[config.mk]
export PLATFORM = sky130hd
export DESIGN_NAME = multicycle_controller
export DESIGN_NICKNAME = d
export VERILOG_FILES = /design/src/rtl/riscv_ctrl_pkg.sv /design/src/rtl/alu_decoder.sv /design/src/rtl/multicycle_controller.sv
export SDC_FILE = /design/constraint.sdc
export NUM_CORES = 1
export LEC_CHECK = 0
export ABC_AREA = 1
export CAP_MARGIN = 10
export CELL_PAD_IN_SITES_DETAIL_PLACEMENT = 0
export CELL_PAD_IN_SITES_GLOBAL_PLACEMENT = 2
export CORE_AREA = 2 2 85 87
export CTS_CLUSTER_SIZE = 20
export DETAILED_ROUTE_END_ITERATION = 8
export DIE_AREA = 0 0 87 89
export PLACE_DENSITY = 0.74
export SKIP_LAST_GASP = 1
export SYNTH_ARGS = -nofsm -noshare
export SYNTH_HDL_FRONTEND = slang
export SYNTH_SLANG_ARGS = --single-unit
[constraint.sdc]
create_clock -name clk -period 2 [get_ports clk]
set_clock_uncertainty 0.15 [all_clocks]
set_input_delay 0.2 -clock clk [delete_from_list [all_inputs] [get_ports clk]]
set_output_delay 0.2 -clock clk [all_outputs]
set_load 0.01 [all_outputs]
[src/rtl/riscv_ctrl_pkg.sv]
// Shared types and constants for the multicycle RV32 controller; CTRL_ILLEGAL_TRAP_EN adds the ILLEGAL state.
// Latency: none (declarations only).
// Backpressure: n/a.
package riscv_ctrl_pkg;

`ifdef CTRL_ILLEGAL_TRAP_EN
    typedef enum logic [3:0] {
        S_FETCH, S_DECODE, S_MEMADR, S_MEMREAD, S_MEMWB, S_MEMWRITE,
        S_EXECR, S_EXECI, S_ALUWB, S_BEQ, S_JAL, S_ILLEGAL
    } state_t;
`else
    typedef enum logic [3:0] {
        S_FETCH, S_DECODE, S_MEMADR, S_MEMREAD, S_MEMWB, S_MEMWRITE,
        S_EXECR, S_EXECI, S_ALUWB, S_BEQ, S_JAL
    } state_t;
`endif

    localparam logic [6:0] OP_LW  = 7'b0000011;
    localparam logic [6:0] OP_SW  = 7'b0100011;
    localparam logic [6:0] OP_R   = 7'b0110011;
    localparam logic [6:0] OP_I   = 7'b0010011;
    localparam logic [6:0] OP_BEQ = 7'b1100011;
    localparam logic [6:0] OP_JAL = 7'b1101111;

    localparam logic [2:0] ALU_ADD = 3'b000;
    localparam logic [2:0] ALU_SUB = 3'b001;
    localparam logic [2:0] ALU_AND = 3'b010;
    localparam logic [2:0] ALU_OR  = 3'b011;

    // Coarse ALU intent handed from the FSM to the ALU decoder.
    localparam logic [1:0] ALUOP_ADD  = 2'b00;
    localparam logic [1:0] ALUOP_SUB  = 2'b01;
    localparam logic [1:0] ALUOP_FUNC = 2'b10;

    localparam logic [1:0] RES_ALUOUT   = 2'b00;
    localparam logic [1:0] RES_READDATA = 2'b01;
    localparam logic [1:0] RES_ALURES   = 2'b10;

    localparam logic [1:0] SRCA_PC    = 2'b00;
    localparam logic [1:0] SRCA_OLDPC = 2'b01;
    localparam logic [1:0] SRCA_RD1   = 2'b10;

    localparam logic [1:0] SRCB_RD2  = 2'b00;
    localparam logic [1:0] SRCB_IMM  = 2'b01;
    localparam logic [1:0] SRCB_FOUR = 2'b10;

    localparam logic [1:0] IMM_I = 2'b00;
    localparam logic [1:0] IMM_S = 2'b01;
    localparam logic [1:0] IMM_B = 2'b10;
    localparam logic [1:0] IMM_J = 2'b11;

    function automatic logic [1:0] imm_src_of(input logic [6:0] op);
        case (op)
            OP_SW:   return IMM_S;
            OP_BEQ:  return IMM_B;
            OP_JAL:  return IMM_J;
            default: return IMM_I;
        endcase
    endfunction

endpackage

[src/rtl/alu_decoder.sv]
// Maps ALUOp plus funct3/funct7b5/op[5] onto the 3-bit ALUControl code.
// Latency: combinational.
// Backpressure: none.
module alu_decoder
    import riscv_ctrl_pkg::*;
(
    input  logic [1:0] alu_op,
    input  logic [2:0] funct3,
    input  logic       funct7b5,
    input  logic       op5,
    output logic [2:0] alu_control
`ifdef CTRL_ILLEGAL_TRAP_EN
    ,
    output logic       funct_illegal
`endif
);

    logic unsupported;

    always_comb begin
        alu_control = ALU_ADD;
        unsupported = 1'b0;
        case (alu_op)
            ALUOP_SUB:  alu_control = ALU_SUB;
            ALUOP_FUNC: begin
                case (funct3)
                    // Only R-type distinguishes sub; addi ignores instr[30].
                    3'b000:  alu_control = (op5 && funct7b5) ? ALU_SUB : ALU_ADD;
                    3'b111:  alu_control = ALU_AND;
                    3'b110:  alu_control = ALU_OR;
                    default: begin
                        alu_control = ALU_ADD;
                        unsupported = 1'b1;
                    end
                endcase
            end
            default:    alu_control = ALU_ADD;
        endcase
    end

`ifdef CTRL_ILLEGAL_TRAP_EN
    assign funct_illegal = unsupported;
`endif

endmodule

[src/rtl/multicycle_controller.sv]
// Moore FSM sequencing the multicycle RV32 datapath; CTRL_ILLEGAL_TRAP_EN traps unknown ops/funct3.
// Latency: lw 5, sw 4, R/I 4, beq 3, jal 4 cycles, plus one per mem_ready=0 cycle.
// Backpressure: FETCH/MEMREAD/MEMWRITE hold while mem_ready=0, counted in stall_cycles.
module multicycle_controller
    import riscv_ctrl_pkg::*;
#(
    parameter int STALL_CNT_W = 16
) (
    input  logic                   clk,
    input  logic                   rst,
    input  logic [6:0]             op,
    input  logic [2:0]             funct3,
    input  logic                   funct7b5,
    input  logic                   zero,
    input  logic                   mem_ready,
    output logic                   PCWrite,
    output logic                   AdrSrc,
    output logic                   MemWrite,
    output logic                   IRWrite,
    output logic [1:0]             ResultSrc,
    output logic [1:0]             ALUSrcA,
    output logic [1:0]             ALUSrcB,
    output logic [1:0]             ImmSrc,
    output logic [2:0]             ALUControl,
    output logic                   RegWrite,
    output logic [STALL_CNT_W-1:0] stall_cycles
`ifdef CTRL_ILLEGAL_TRAP_EN
    ,
    output logic                   illegal_instr
`endif
);

    state_t     state;
    state_t     state_nx;
    logic [1:0] alu_op;
    logic [2:0] alu_control_dec;
    logic       waiting;

`ifdef CTRL_ILLEGAL_TRAP_EN
    logic funct_illegal;

    alu_decoder u_alu_decoder (
        .alu_op        (alu_op),
        .funct3        (funct3),
        .funct7b5      (funct7b5),
        .op5           (op[5]),
        .alu_control   (alu_control_dec),
        .funct_illegal (funct_illegal)
    );
`else
    alu_decoder u_alu_decoder (
        .alu_op      (alu_op),
        .funct3      (funct3),
        .funct7b5    (funct7b5),
        .op5         (op[5]),
        .alu_control (alu_control_dec)
    );
`endif

    always_comb begin
        state_nx = state;
        case (state)
            S_FETCH:    if (mem_ready) state_nx = S_DECODE;
            S_DECODE: begin
                case (op)
                    OP_LW, OP_SW: state_nx = S_MEMADR;
                    OP_R:         state_nx = S_EXECR;
                    OP_I:         state_nx = S_EXECI;
                    OP_BEQ:       state_nx = S_BEQ;
                    OP_JAL:       state_nx = S_JAL;
`ifdef CTRL_ILLEGAL_TRAP_EN
                    default:      state_nx = S_ILLEGAL;
`else
                    default:      state_nx = S_FETCH;
`endif
                endcase
            end
            S_MEMADR:   state_nx = op[5] ? S_MEMWRITE : S_MEMREAD;
            S_MEMREAD:  if (mem_ready) state_nx = S_MEMWB;
            S_MEMWB:    state_nx = S_FETCH;
            S_MEMWRITE: if (mem_ready) state_nx = S_FETCH;
`ifdef CTRL_ILLEGAL_TRAP_EN
            S_EXECR, S_EXECI: state_nx = funct_illegal ? S_ILLEGAL : S_ALUWB;
            S_ILLEGAL:  state_nx = S_ILLEGAL;
`else
            S_EXECR, S_EXECI: state_nx = S_ALUWB;
`endif
            S_ALUWB:    state_nx = S_FETCH;
            S_BEQ:      state_nx = S_FETCH;
            S_JAL:      state_nx = S_ALUWB;
            default:    state_nx = S_FETCH;
        endcase
    end

    assign waiting = !mem_ready &&
                     (state == S_FETCH || state == S_MEMREAD || state == S_MEMWRITE);

    always_ff @(posedge clk or negedge rst) begin
        if (!rst) begin
            state        <= S_FETCH;
            stall_cycles <= '0;
        end else begin
            state <= state_nx;
            if (waiting && stall_cycles != {STALL_CNT_W{1'b0}} - STALL_CNT_W'(1))
                stall_cycles <= stall_cycles + STALL_CNT_W'(1);
        end
    end

    // Decoded from the state register; gated by rst so nothing is asserted during reset,
    // and strobes that follow mem_ready/zero do so within the same cycle.
    always_comb begin
        PCWrite   = 1'b0;
        AdrSrc    = 1'b0;
        MemWrite  = 1'b0;
        IRWrite   = 1'b0;
        ResultSrc = RES_ALUOUT;
        ALUSrcA   = SRCA_PC;
        ALUSrcB   = SRCB_RD2;
        RegWrite  = 1'b0;
        alu_op    = ALUOP_ADD;
        if (rst) begin
            case (state)
                S_FETCH: begin
                    ALUSrcB   = SRCB_FOUR;
                    ResultSrc = RES_ALURES;
                    IRWrite   = mem_ready;
                    PCWrite   = mem_ready;
                end
                S_DECODE: begin
                    ALUSrcA = SRCA_OLDPC;
                    ALUSrcB = SRCB_IMM;
                end
                S_MEMADR: begin
                    ALUSrcA = SRCA_RD1;
                    ALUSrcB = SRCB_IMM;
                end
                S_MEMREAD:  AdrSrc = 1'b1;
                S_MEMWB: begin
                    ResultSrc = RES_READDATA;
                    RegWrite  = 1'b1;
                end
                S_MEMWRITE: begin
                    AdrSrc   = 1'b1;
                    MemWrite = 1'b1;
                end
                S_EXECR: begin
                    ALUSrcA = SRCA_RD1;
                    alu_op  = ALUOP_FUNC;
                end
                S_EXECI: begin
                    ALUSrcA = SRCA_RD1;
                    ALUSrcB = SRCB_IMM;
                    alu_op  = ALUOP_FUNC;
                end
                S_ALUWB:    RegWrite = 1'b1;
                S_BEQ: begin
                    ALUSrcA = SRCA_RD1;
                    alu_op  = ALUOP_SUB;
                    PCWrite = zero;
                end
                S_JAL: begin
                    ALUSrcA = SRCA_OLDPC;
                    ALUSrcB = SRCB_FOUR;
                    PCWrite = 1'b1;
                end
                default: ;
            endcase
        end
    end

    assign ALUControl = rst ? alu_control_dec : ALU_ADD;
    assign ImmSrc     = rst ? imm_src_of(op) : IMM_I;

`ifdef CTRL_ILLEGAL_TRAP_EN
    assign illegal_instr = (state == S_ILLEGAL);
`endif

endmodule
==> results of run 1 <==
placed cells by master, fill, tap and decap left out, types with 2 or more instances in the layout:
| master | synthesis | final |
|---|---|---|
| sky130_fd_sc_hd__xnor2_1 | 4 | 4 |
| sky130_fd_sc_hd__nor2_2 | 1 | 2 |
| sky130_fd_sc_hd__o21ai_1 | 0 | 3 |
| sky130_fd_sc_hd__ha_1 | 3 | 2 |
| sky130_fd_sc_hd__nor2_4 | 3 | 7 |
| sky130_fd_sc_hd__inv_1 | 31 | 27 |
| sky130_fd_sc_hd__dfrtp_1 | 20 | 20 |
| sky130_fd_sc_hd__clkbuf_2 | 0 | 3 |
| sky130_fd_sc_hd__nand3_1 | 17 | 16 |
| sky130_fd_sc_hd__buf_4 | 2 | 37 |
| sky130_fd_sc_hd__xor2_1 | 3 | 3 |
| sky130_fd_sc_hd__nand2_1 | 104 | 100 |
| sky130_fd_sc_hd__buf_2 | 0 | 2 |
| sky130_fd_sc_hd__clkbuf_8 | 0 | 3 |
| sky130_fd_sc_hd__nand3b_1 | 2 | 2 |
| sky130_fd_sc_hd__a21oi_1 | 6 | 5 |
| sky130_fd_sc_hd__o21ai_0 | 7 | 4 |
| sky130_fd_sc_hd__nand2_2 | 3 | 7 |
| sky130_fd_sc_hd__nand3_2 | 2 | 3 |
| sky130_fd_sc_hd__clkdlybuf4s50_1 | 0 | 32 |
| sky130_fd_sc_hd__nand4_1 | 6 | 6 |
| sky130_fd_sc_hd__dlygate4sd2_1 | 0 | 7 |
| sky130_fd_sc_hd__buf_12 | 0 | 2 |
| sky130_fd_sc_hd__nor3_2 | 0 | 2 |
| sky130_fd_sc_hd__nor2_1 | 32 | 27 |
| sky130_fd_sc_hd__inv_2 | 1 | 5 |
Yosys cell counts:
cell type	count	area share
sky130_fd_sc_hd__nand2_1	104	0.25
sky130_fd_sc_hd__nor2_1	32	0.076
sky130_fd_sc_hd__inv_1	31	0.074
sky130_fd_sc_hd__dfrtp_1	20	0.32
sky130_fd_sc_hd__nand3_1	17	0.054
sky130_fd_sc_hd__o21ai_0	7	0.022
sky130_fd_sc_hd__a21oi_1	6	0.019
sky130_fd_sc_hd__nand4_1	6	0.024
sky130_fd_sc_hd__xnor2_1	4	0.022
sky130_fd_sc_hd__ha_1	3	0.024
sky130_fd_sc_hd__nand2_2	3	0.012
sky130_fd_sc_hd__nor2_4	3	0.021
sky130_fd_sc_hd__xor2_1	3	0.017
sky130_fd_sc_hd__buf_4	2	0.0095
sky130_fd_sc_hd__nand3_2	2	0.013
sky130_fd_sc_hd__nand3b_1	2	0.0095
sky130_fd_sc_hd__nor3_1	2	0.0063
sky130_fd_sc_hd__a31oi_1	1	0.0040
sky130_fd_sc_hd__and3_1	1	0.0040
sky130_fd_sc_hd__buf_6	1	0.0071
sky130_fd_sc_hd__clkbuf_1	1	0.0024
sky130_fd_sc_hd__conb_1	1	0.0024
sky130_fd_sc_hd__inv_2	1	0.0024
sky130_fd_sc_hd__nor2_2	1	0.0040
sky130_fd_sc_hd__o21bai_1	1	0.0047
sky130_fd_sc_hd__or2_2	1	0.0040
layer usage:
| layer | part of all wire | GRT usage | up-vias |
|---|---|---|---|
| li1 | - | - | 961 |
| met3 | 0.029 | 0.0231 | 0 |
| met2 | 0.49 | 0.228 | 25 |
| met4 | 0 | 0.0298 | 0 |
| met5 | 0 | 0 | - |
| met1 | 0.48 | 0.172 | 790 |
registers in the layout (all words and copies together) (netlist names):
signal        flops
stall_cycles     16
state             4
final timing paths:
| path | from | to | slack [ns] | cells past startpoint |
|---|---|---|---|---|
| worst max-delay path | state[3] | ALUControl[1] | -0.23 | 9 |
| worst min-delay path | rst | state[3] | 0.16 | 2 |
| worst max register to register | state[2] | stall_cycles[4] | 0.09 | 12 |
| worst min register to register | stall_cycles[15] | stall_cycles[15] | 0.41 | 2 |
| max in group asynchronous | rst | stall_cycles[11] | 1.34 | 2 |
| min in group clk | stall_cycles[15] | stall_cycles[15] | 0.41 | 2 |
area by class of cell:
| cell class | count | share of cell area |
|---|---|---|
| Inverter | 32 | 0.0477 |
| Timing Repair Buffer | 85 | 0.297 |
| Tap cell | 80 | 0.0398 |
| Sequential cell | 20 | 0.199 |
| Clock buffer | 3 | 0.0164 |
| Multi-Input combinational cell | 200 | 0.400 |
power by group through the flow:
stage | sequential (uW) | combinational, uW | clock, uW
after CTS | 501 | 891 | 291
final | 500 | 900 | 270
after global placement | 507 | 881 | 0
after floorplan | 537 | 374 | 0
after global routing | 506 | 990 | 313
after detailed placement | 508 | 877 | 0
through the flow:
stage / setup TNS [ns] / util / setup slack (ns) / hold WS [ns] / total power (uW)
after floorplan: -0.00911 / - / -0.00911 / -0.246 / 911
after global routing: -1.82 / 0.375 / -0.377 / 0.182 / 1810
after global placement: -2.02 / 0.356 / -0.522 / 0.378 / 1390
after detailed placement: -2.10 / 0.356 / -0.528 / 0.395 / 1390
after CTS: -0.743 / 0.366 / -0.212 / 0.162 / 1680
final: -0.686 / 0.375 / -0.230 / 0.158 / 1670
repair_timing:
item	in CTS	in global routing
pin swaps	3	6
resized for setup	31	20
endpoints found under the setup margin	14	9
setup buffers	2	3
cells by family (layout without fill, tap and decap cells):
| group | count (synthesis) | in the layout | synth area share |
|---|---|---|---|
| AND/OR/NAND/NOR | 174 | 174 | 0.474 |
| flip-flops | 20 | 20 | 0.316 |
| XOR/XNOR | 7 | 7 | 0.0388 |
| other | 1 | 1 | 0.00237 |
| buffers and inverters | 36 | 120 | 0.0949 |
| adder cells (fa/ha/maj) | 3 | 3 | 0.0237 |
| AO/OA/AOI/OAI | 15 | 15 | 0.0498 |
==> flow_summary.ini, run 1 <==
[run_status]
status = finished with violations
violations = negative setup slack

[yosys]
average_cell_area_after_synthesis_um2 = 6.18
yosys.cell_types.count = 26
syn-num-nets = 274
synth_seq_area_share = 0.316
synth_cells = 256
synth.yosys.warnings = 0
syn-cell-area_mm2 = 0.00158
ys_seq_elements = 20

[floorplan]
row_count = 30
floorplan.die.height_um = 89
die-area_mm2 = 0.00774
die-width_um = 87
floorplan.initialDensity = 0.235
floorplan.core_area_mm2 = 0.00672
ios = 47

[sta]
timing.final.crit_share = 1.12
timing.final.hold_violations = 0
rsz_0062_raised_after_global_routing = yes
timing.final.setup_violations = 6
final_critical_path_setup_slack_ns = -0.230
slew_viol_final = 0
layout_min_cycle_time_ns = 2.23
max_frequency_mhz = 448

[placement]
place_inst = 412
hpwlAfterDp_um = 3780
place.gp.congestion = 0.781
port-buffer-count = 45
placed_cell_area_mm2 = 0.00239

[drt]
ant_nets = 0
detail_route.iter0.violations = 78
drt_drc_violations_left = 0
via_count = 1776
avgViaCountPerCell = 4.23
avgRoutedWirePerCell_um = 11.7
postRouteWirelength_um = 4910
first_pass_iters = 4

[power_and_ir_drop]
power.switching_fraction = 0.381
p_comb_frac = 0.539
p_sw_uw = 636
total_leakage_power_uw = 0.00130
internal_power_uw = 1030
power_density_mw_per_mm2 = 663
clock_power_share = 0.162
vdd_ir_drop_max_mv = 0.335
p_seq_frac = 0.300

[setup_path]
worst_ep_arrival_time_ns = 1.88
critical_path.n_buffers_inverters = 3
critPathLaunchType = register
cpLargestDelayFamily = simple AND/OR/NAND/NOR gates
timing.critical_path.slowest_cell_delay_ns = 0.43
crit_type = register to output pin
crit_path_end_kind = output pin
crit_top_cell = sky130_fd_sc_hd__nor2_4
worst-endpoint-required_ns = 1.65
crit_path_max_fanout = 3
crit_chain = nor2_4, inv_2, nor2_4, inv_2, nor2_4, ha_4, or2_4, nor3_2, buf_2
cp_slowest_cell = sky130_fd_sc_hd__dfrtp_1

[clock_network]
root_buffer = sky130_fd_sc_hd__clkbuf_8
cts_tree = yes
max-clock-path-buffers = 2
cts-buffers-inserted = 3
clock_transition_at_the_register_clock_pins_on_the_worst_setup_and_hold_paths_after_cts_ns = 0.07
worst_skew_pair_later_pin_latency_ns = 0.26
cts.hold.buffers_added = 0
h-tree-depth = 1
clock_sinks = 20

[finish]
postLayoutCellArea_mm2 = 0.00252
layout_cells_excl_fill = 420
fraction_of_layout_instances_using_a_drive_strength_above_1 = 0.226
n_antenna_cell = 0
num-nets-final = 360
fillers = 741
multiInputGateArea_mm2 = 0.00101
seq_area_um2 = 500
layout-area-overhead-vs-synth_pct = 59.2

[grt]
overall_overflow_remaining_after_global_route = 0
grt_antenna_before_repair = 0
number_of_global_route_vias_before_repair = 1743
wire_length_of_the_first_global_routing_pass_um = 8200
grt_max_degree = 25
grt_use_total = 0.132

[worst_hold_path]
worstHoldPathType = input port to async pin

[run]
maxCapViolations = 0
(Power assumes the default switching activity.)
==> run 2: changes to the inputs <==
--- a/config.mk
+++ b/config.mk
@@ -9,11 +9,11 @@
 export CAP_MARGIN = 10
 export CELL_PAD_IN_SITES_DETAIL_PLACEMENT = 0
 export CELL_PAD_IN_SITES_GLOBAL_PLACEMENT = 2
-export CORE_AREA = 2 2 85 87
+export CORE_AREA = 2 2 81 83
 export CTS_CLUSTER_SIZE = 20
 export DETAILED_ROUTE_END_ITERATION = 8
-export DIE_AREA = 0 0 87 89
-export PLACE_DENSITY = 0.74
+export DIE_AREA = 0 0 83 85
+export PLACE_DENSITY = 0.8
 export SKIP_LAST_GASP = 1
 export SYNTH_ARGS = -nofsm -noshare
 export SYNTH_HDL_FRONTEND = slang
==> constraint.sdc (replaced) <==
create_clock -name clk -period 2.7 [get_ports clk]
set_clock_uncertainty 0.15 [all_clocks]
set_input_delay 0.27 -clock clk [delete_from_list [all_inputs] [get_ports clk]]
set_output_delay 0.27 -clock clk [all_outputs]
set_load 0.1 [all_outputs]
==> run 2 against run 1 <==
Flip-flop and latch count stayed put. Sequential power down 23%. Cell count shrank 8.3%. Core utilization up 0.52 points. Setup slack better by 0.38 ns. Design area shrank 6.4%. Global-route usage is 0.098 points higher. The flow now finishes without violations. Critical path depth up 1. Critical endpoint unchanged. Register-to-register slack gained 0.67 ns. Power down 6.7%. Die area fell by 8.9%. Worst hold slack gained 0.084 ns.
==> flow_summary.ini, run 2 (synthesized netlist as in run 1, its figures left out) <==
[finish]
final_core_util = 0.380
largestRegisters = stall_cycles (16), state (4)
num-nets-final = 327
layout-area-overhead-vs-synth_pct = 49.1
final_cell_mix = sky130_fd_sc_hd__nand2_1 (104), sky130_fd_sc_hd__inv_1 (29), sky130_fd_sc_hd__nor2_1 (28)
n_antenna_cell = 0
fillers = 693
final_common_cell = sky130_fd_sc_hd__nand2_1
top_register = stall_cycles
largest_reg_flops = 16
postLayoutCellArea_mm2 = 0.00236
fraction_of_layout_instances_using_a_drive_strength_above_1 = 0.201

[sta]
timing.final.setup_violations = 0
timing.final.hold_violations = 0
layout_min_cycle_time_ns = 2.55
rsz_0062_raised_after_global_routing = no
max_frequency_mhz = 392
totalNegativeSetupSlack_ns = 0
whs_ns = 0.242
final_critical_path_setup_slack_ns = 0.146
slew_viol_final = 0
timing.final.crit_share = 0.946

[power_and_ir_drop]
clock_power_share = 0.152
p_comb_frac = 0.600
total_leakage_power_uw = 0.00119
power_density_mw_per_mm2 = 661
p_seq_frac = 0.248
power.switching_fraction = 0.531
p_sw_uw = 828
internal_power_uw = 730
vdd_ir_drop_max_mv = 0.460

[drt]
drt_drc_violations_left = 0
via_count = 1699
postRouteWirelength_um = 4420
avgViaCountPerCell = 4.41
detail_route.iter0.violations = 40
avgRoutedWirePerCell_um = 11.5
ant_nets = 0
first_pass_iters = 4

[run_status]
status = complete, no violations

[grt]
grt_antenna_before_repair = 0
overall_overflow_remaining_after_global_route = 0
grt_max_degree = 25
grt_use_total = 0.133
wire_length_of_the_first_global_routing_pass_um = 7760
number_of_global_route_vias_before_repair = 1675

[clock_network]
clock_sinks = 20
cts-buffers-inserted = 3
clock_transition_at_the_register_clock_pins_on_the_worst_setup_and_hold_paths_after_cts_ns = 0.08
cts_tree = yes
worst_skew_pair_later_pin_latency_ns = 0.26
max-clock-path-buffers = 2
root_buffer = sky130_fd_sc_hd__clkbuf_8
h-tree-depth = 1
cts.hold.buffers_added = 0

[setup_path]
crit_path_end_kind = output pin
cp_slowest_cell = sky130_fd_sc_hd__dfrtp_1
critical_path.n_buffers_inverters = 4
setup.reg_to_reg.worst_slack_ns = 0.76
critPathLaunchType = register
cpLargestDelayFamily = simple AND/OR/NAND/NOR gates
crit_chain = inv_2, nand2_1, inv_2, nand2_1, nor2_2, inv_1, ha_1, or2_4, nor3_4, buf_12
crit_type = register to output pin
crit_path_max_fanout = 5
regToRegEndpoint = stall_cycles[3]
crit-reg2reg-launch = stall_cycles[0]
r2r.worst_path.cells = 9
worst-endpoint-required_ns = 2.28
timing.critical_path.slowest_cell_delay_ns = 0.40
worst_ep_arrival_time_ns = 2.13

[placement]
hpwlAfterDp_um = 3470
place.gp.congestion = 0.759
placed_cell_area_mm2 = 0.00225
dp_worst_setup_slack_ns = 0.173
port-buffer-count = 45

[floorplan]
row_count = 29
die-area_mm2 = 0.00706
floorplan.die.height_um = 85
floorplan.initialDensity = 0.255
floorplan.core_area_mm2 = 0.00620
ios = 47
die-width_um = 83

[worst_hold_path]
worstHoldPathType = input port to async pin

[run]
maxCapViolations = 0
[run 2: cell count changes in the layout (fill, tap and decap cells not counted), moves of 4 or more]
cell and delta:
sky130_fd_sc_hd__clkdlybuf4s50_1 -18, sky130_fd_sc_hd__dlygate4sd2_1 -7, sky130_fd_sc_hd__nand2_2 -4, sky130_fd_sc_hd__buf_4 -14, sky130_fd_sc_hd__buf_12 +13, sky130_fd_sc_hd__nand2_1 +4
[run 2: cell type report]
cell class | instances | area (um2) | area share
repair buffers | 52 | 613 | 0.260
well taps | 77 | 96.3 | 0.0409
clock buffers | 4 | 55.1 | 0.0234
multi-input cells | 200 | 971 | 0.412
inverters | 32 | 120 | 0.0510
flip-flops and latches | 20 | 502 | 0.213
[run 2: power groups by stage]
stage,combinational [uW],clock (uW),sequential (uW)
after floorplan,476,0,574
after global routing,999,263,392
final,934,238,386
after detailed placement,924,0,395
after CTS,930,251,389
after global placement,920,0,393
[run 2: worst reg2reg max path: cells and delay by family, from the launching register on]
| kind | cells | cell delay [ns] |
|---|---|---|
| buffers and inverters | 2 | 0.15 |
| DFF | 1 | 0.43 |
| and+or+nand+nor | 6 | 0.85 |
| adders and majority gates | 1 | 0.24 |
[run 2: layer usage]
| layer | GRT usage | up-vias | share of wire |
|---|---|---|---|
| met3 | 0.0185 | 5 | 0.030 |
| met2 | 0.243 | 30 | 0.49 |
| met1 | 0.163 | 770 | 0.47 |
| li1 | - | 894 | - |
| met5 | 0 | - | 0 |
| met4 | 0.0402 | 0 | 0.012 |
[run 2: worst max-delay path by stage]
stage             start       endpoint  slack (ns)  cells after the start
5_1_grt        state[2]  ALUControl[1]       0.004                     10
6_report       state[2]  ALUControl[1]        0.15                     10
3_5_place_dp        rst  ALUControl[1]        0.17                      8
2_1_floorplan  state[3]  ALUControl[1]       0.004                      8
4_1_cts        state[3]  ALUControl[1]      0.0009                      9
3_3_place_gp        rst  ALUControl[1]        0.21                      8
[run 2: through the flow]
stage                     cells  total power (uW)
after global routing        385              1650
after global placement      376              1310
after CTS                   381              1570
after floorplan             256              1050
final                       385              1560
after detailed placement    376              1320
[run 2: what timing repair did]
item	in CTS	in global routing
hold endpoints to repair	0	0
setup endpoints to repair	2	2
gates cloned	0	0
gates resized for setup	3	5
buffers inserted	1	4
pin swaps	0	2
